`src/rtl/ring_osc_i.sv`:
```
// Clock-driven gated ring oscillator. An odd number of inverter stages pass one edge around the ring.
// Each stage waits a programmable number of clocks before it takes the new value.
module ring_osc_i #(
  parameter int STAGES = 3,
  parameter int DLY_W  = 6
) (
  input  logic             clk,
  input  logic             rst,
  input  logic             enable,
  input  logic [DLY_W-1:0] delay,
  output logic             out
);

  if ((STAGES < 3) || ((STAGES % 2) == 0)) begin : g_bad_stages
    $error("ring_osc_i: STAGES must be odd and >= 3");
  end

  logic [STAGES-1:0] s;
  logic [STAGES-1:0] in_k;
  logic [DLY_W-1:0]  cnt [STAGES];
  logic [DLY_W-1:0]  dly_eff;
  logic [DLY_W-1:0]  dly_term;

  assign dly_eff  = (delay == '0) ? DLY_W'(1) : delay;
  assign dly_term = dly_eff - DLY_W'(1);

  // Stage k is driven by the inverse of stage k-1, and stage 0 by the last stage.
  assign in_k = ~{s[STAGES-2:0], s[STAGES-1]};

  // The idle pattern 0,1,0,... leaves only stage 0 pending, so exactly one edge
  // circulates after release. Disable shares the reset path, as a NAND-gated ring would.
  always_ff @(posedge clk) begin
    if (!rst || !enable) begin
      for (int k = 0; k < STAGES; k++) begin
        s[k]   <= 1'(k % 2);
        cnt[k] <= '0;
      end
    end else begin
      for (int k = 0; k < STAGES; k++) begin
        if (in_k[k] == s[k]) begin
          cnt[k] <= '0;
        end else if (cnt[k] >= dly_term) begin
          s[k]   <= in_k[k];
          cnt[k] <= '0;
        end else begin
          cnt[k] <= cnt[k] + DLY_W'(1);
        end
      end
    end
  end

  assign out = s[STAGES-1];

endmodule

```
`config.mk`:
```
export PLATFORM = sky130hd
export DESIGN_NAME = ring_osc_i
export DESIGN_NICKNAME = d
export VERILOG_FILES = /design/src/rtl/ring_osc_i.sv
export SDC_FILE = /design/constraint.sdc
export NUM_CORES = 1
export LEC_CHECK = 0
export BUFFER_PORTS_ARGS = -buffer_cell sky130_fd_sc_hd__buf_2
export CORE_MARGIN = 3
export CORE_UTILIZATION = 55
export CTS_BUF_LIST = sky130_fd_sc_hd__clkbuf_16
export CTS_CLUSTER_DIAMETER = 80
export DETAILED_ROUTE_END_ITERATION = 10
export HOLD_SLACK_MARGIN = 0.1
export PLACE_DENSITY = 0.74
export SETUP_SLACK_MARGIN = 0.5
export SLEW_MARGIN = 20
export SYNTH_ARGS = -nofsm -noshare
export SYNTH_HDL_FRONTEND = slang
export SYNTH_SLANG_ARGS = --single-unit
```
`constraint.sdc`:
```
create_clock -name clk -period 3.9 [get_ports clk]
set_input_delay 0.585 -clock clk [delete_from_list [all_inputs] [get_ports clk]]
set_output_delay 0.585 -clock clk [all_outputs]
set_load 0.03 [all_outputs]
```
==> results list <==
* Min cycle time layout: 3270 ps
- Counting flops with an async set or reset pin after synthesis yields a share of 0%.
* Via count normalized by instance count: 5.73
- Critical Path Fanout Max: 5
* Clock sink count: 21
* Effective utilization at floorplan: 58.9%
- The run finished with clean final reports.
- The cell that appears most often on the critical path is sky130_fd_sc_hd__nor2_1.
- VDD sags by at most 0.251 mV.
* Capturing element type of the critical path: register
- Per report_power, the sequential group accounts for 45.2% of the total.
- Summing all flip-flop and latch instances after layout gives 601 sq um.
- Summed over all layers, the global routing overflow is 0.
- Buffers inserted during clock tree synthesis total 3.
- Entering global routing, the biggest net connects 12 pins.
- Number of DRC violations after detailed routing: 0
- Total via count in the routed design: 1,187
- In this run the static leakage power is 0.000705 uW.
* Min-Delay Path Class: register to register
- Data arrives at the worst endpoint at 3420 ps.
- Leaving out fill and tap cells, the most frequent cells in the layout are sky130_fd_sc_hd__nor2_1 (24), sky130_fd_sc_hd__edfxtp_1 (18), sky130_fd_sc_hd__conb_1 (18).
* Count of distinct cell types in the synthesized netlist: 35
- Fraction of final layout cells sized beyond drive strength 1: 12.4%
- Total of fill cells in the finished design: 191
* Largest incremental delay on the critical path: 540 ps
* Number of cells on the worst hold path: 2
* Critical Path Stages: 13
- The cell family contributing the most delay on the critical path is simple AND/OR/NAND/NOR gates.
* Antenna Nets Post-Route: 0
- Wires add up to 3000 um.
- Total power density per cell area: 337 nW/um^2
- Slowest cell on crit path: sky130_fd_sc_hd__or4_4
- Area fraction in compound gates after synthesis: 15.0%
* Number of synthesized register bits: 21
- The floorplan has 18 rows.
- After layout, the design draws a total of 583 uW.
- Area delta synth->final: 16.6%
* Critical path buffers and inverters: 1
* Final count of pins violating max slew: 0
- The number of antenna diodes in the final layout is 0.
* Multiplexer area fraction after synthesis: 0%
- For this block, the initial DRC count from the detailed router was 44.
- Before antenna repair, the detailed router went through 4 iterations.
- Summing the sequential cell areas from Yosys gives 40.4% of the chip area.
* Number of global-route vias before repair: 1,213
- Derived from the worst setup path, the maximum achievable clock frequency is 0.306 GHz.
- First-pass GRT wire length: 5080 um
- Of the total synthesized cell area, the portion taken by full adders, half adders and majority gates is 13.5%.
* DR WL/cell: 14.5 um
- Buffer levels on the longest clock path: 2
- The most used flip-flop cell after synthesis is sky130_fd_sc_hd__edfxtp_1.
* Total core area: 2520 sq um
* Insertion delay to the later sink of the worst-skew pair: 260 ps
- TritonCTS built the clock tree.
- The share of total power dissipated in the clock network is 37.1%.
* Clock slew at reported path FFs: 50 ps
- Type of origin of the critical path: input pin
* Top Ports: 10
- Total of buffers placed on input and output ports: 9
- After synthesis, the largest family of logic cells by area is simple AND/OR/NAND/NOR gates.
* Die area: 3360 sq um
- Area of combinational cells with multiple inputs: 940 sq um
- Cell chain of the critical path: buf_2 -> or4_4 -> nor2_1 -> nor2_1 -> ha_1 -> xnor2_2 -> ha_1 -> o21a_1 -> nor2_1 -> nor3_1 -> o2bb2ai_1 -> or3_1 -> a31o_1
- Setup repair after global routing missed its margin: false
- Cell area after synthesis: 1490 sq um
- Number of antenna violations at the first check in global routing: 0
- After synthesis, the mean cell area works out to 10.0 sq um.
- Nets: 203
* Comb power frac: 17.7%
- Post-synthesis simple-gate area fraction: 17.5%
- Critical Setup Path Class: input pin to register
- The congestion estimate from routability-driven global placement came to 0.805.
* Xor/xnor share of the synthesized area: 10.5%
* Post-CTS repair timing setup buffer count: 0
- For this run, the total global-route usage over all layers was measured as 19.8%.
- Switching share of total power: 25.4%
* Number of warnings reported in the yosys synthesis log: 0
* Die width: 58.0 um
- CTS H-tree lvls: 1
- Clock skew on the completed layout was measured at 3.49 ps.
- The worst path uses 83.8% of the clock period.
- Synthesized instance count: 148
- Max-capacitance violation count: 0
* Design internal power: 435 uW
- Number of enable-type register cells in the synthesized netlist: 18
* Final setup fails: 0
- Counting cells, the worst reg-to-reg path comes to 8.
- Commonest non-fill, non-tap cell in the layout: sky130_fd_sc_hd__nor2_1
* HPWL after detailed placement: 2260 um
* P_sw: 148 uW
- Data required time of the worst path: 4050 ps
* Number of endpoints with negative hold slack in the final report: 0
- Overall die height: 58.0 um
* Master cell of the clock root buffer: sky130_fd_sc_hd__clkbuf_16
- Adding up every negative setup slack in the final design gives 0 ps.
## repair_timing
action	4_1_cts	5_1_grt
endpoints found under the hold margin	0	0
hold buffers	0	0
gates resized for setup	0	6
setup endpoints to repair	0	18
## per-stage QoR
stage | setup slack, ps | util [%] | hold slack [ps] | std cells | instance area [sq um]
after detailed placement | 321 | 64.2 | 548 | 203 | 1620
after global placement | 400 | 64.2 | 529 | 203 | 1620
after floorplan | 742 | - | 510 | 165 | 1550
final | 631 | 68.7 | 590 | 207 | 1730
after CTS | 579 | 67.4 | 555 | 207 | 1700
after global routing | 492 | 68.7 | 628 | 207 | 1730
## Yosys cell counts (2+ instances only)
| master | number | area, sq um |
|---|---|---|
| sky130_fd_sc_hd__xnor2_1 | 10 | 87.6 |
| sky130_fd_sc_hd__xor2_1 | 6 | 52.6 |
| sky130_fd_sc_hd__o31ai_1 | 2 | 15.0 |
| sky130_fd_sc_hd__nor2_1 | 24 | 90.1 |
| sky130_fd_sc_hd__a31oi_1 | 2 | 12.5 |
| sky130_fd_sc_hd__inv_1 | 8 | 30.0 |
| sky130_fd_sc_hd__o21ai_0 | 4 | 20.0 |
| sky130_fd_sc_hd__o21a_1 | 4 | 30.0 |
| sky130_fd_sc_hd__ha_1 | 16 | 200 |
| sky130_fd_sc_hd__nand3_1 | 8 | 40.0 |
| sky130_fd_sc_hd__a21oi_1 | 4 | 20.0 |
| sky130_fd_sc_hd__dfxtp_1 | 3 | 60.1 |
| sky130_fd_sc_hd__edfxtp_1 | 18 | 541 |
| sky130_fd_sc_hd__a2111oi_0 | 2 | 17.5 |
| sky130_fd_sc_hd__nand2b_1 | 4 | 25.0 |
| sky130_fd_sc_hd__or3_1 | 4 | 25.0 |
| sky130_fd_sc_hd__o21ai_2 | 2 | 17.5 |
| sky130_fd_sc_hd__and3_1 | 4 | 25.0 |
| sky130_fd_sc_hd__nand2_1 | 7 | 26.3 |
## final timing paths
check	startpoint	to	slack, ps
max	delay[2]	s[1]	630
min	s[0]	s[0]	590
max reg2reg	cnt[1][0]	s[1]	1610
min reg2reg	s[0]	s[0]	590
## tightest hold or removal path: cells and delay by family, from the launching register on
family / cells / cell delay (ps)
DFF: 1 / 350
AOI/OAI and AO/OA: 2 / 190
## logic make-up (layout without fill, tap and decap cells)
group	Yosys count	count (layout)
AO/OA/AOI/OAI	30	30
adder cells (fa/ha/maj)	16	16
XOR/XNOR	17	17
AND/OR/NAND/NOR	54	54
flip-flops	21	21
buffers and inverters	9	21
other	1	18
## area by class of cell
class / count / area share [%]
clock buffers: 3 / 4.34
clock inverters: 1 / 0.217
inverters: 8 / 1.73
multi-input cells: 135 / 54.3
flip-flops and latches: 21 / 34.7
well taps: 30 / 2.17
repair buffers: 9 / 2.60
## power groups by stage
stage / combinational, uW / sequential (uW) / clock, uW
after floorplan: 70.1 / 265 / 0
after global placement: 85.4 / 268 / 0
after detailed placement: 89.5 / 268 / 0
after CTS: 91.6 / 264 / 219
after global routing: 115 / 265 / 224
final: 103 / 264 / 216
## per-layer routing
| metal | part of all wire [%] | vias to the layer above | global-route usage [%] |
|---|---|---|---|
| li1 | - | 580 | - |
| met1 | 39 | 559 | 22.5 |
| met2 | 53 | 38 | 35.2 |
| met3 | 5.3 | 10 | 3.12 |
| met4 | 2.8 | 0 | 10.9 |
| met5 | 0 | - | 0 |
## registers in the layout, indices dropped and copies added, names as in the netlist
name and cells:
s 3, cnt 18
Power figures use the tool's default switching activity.
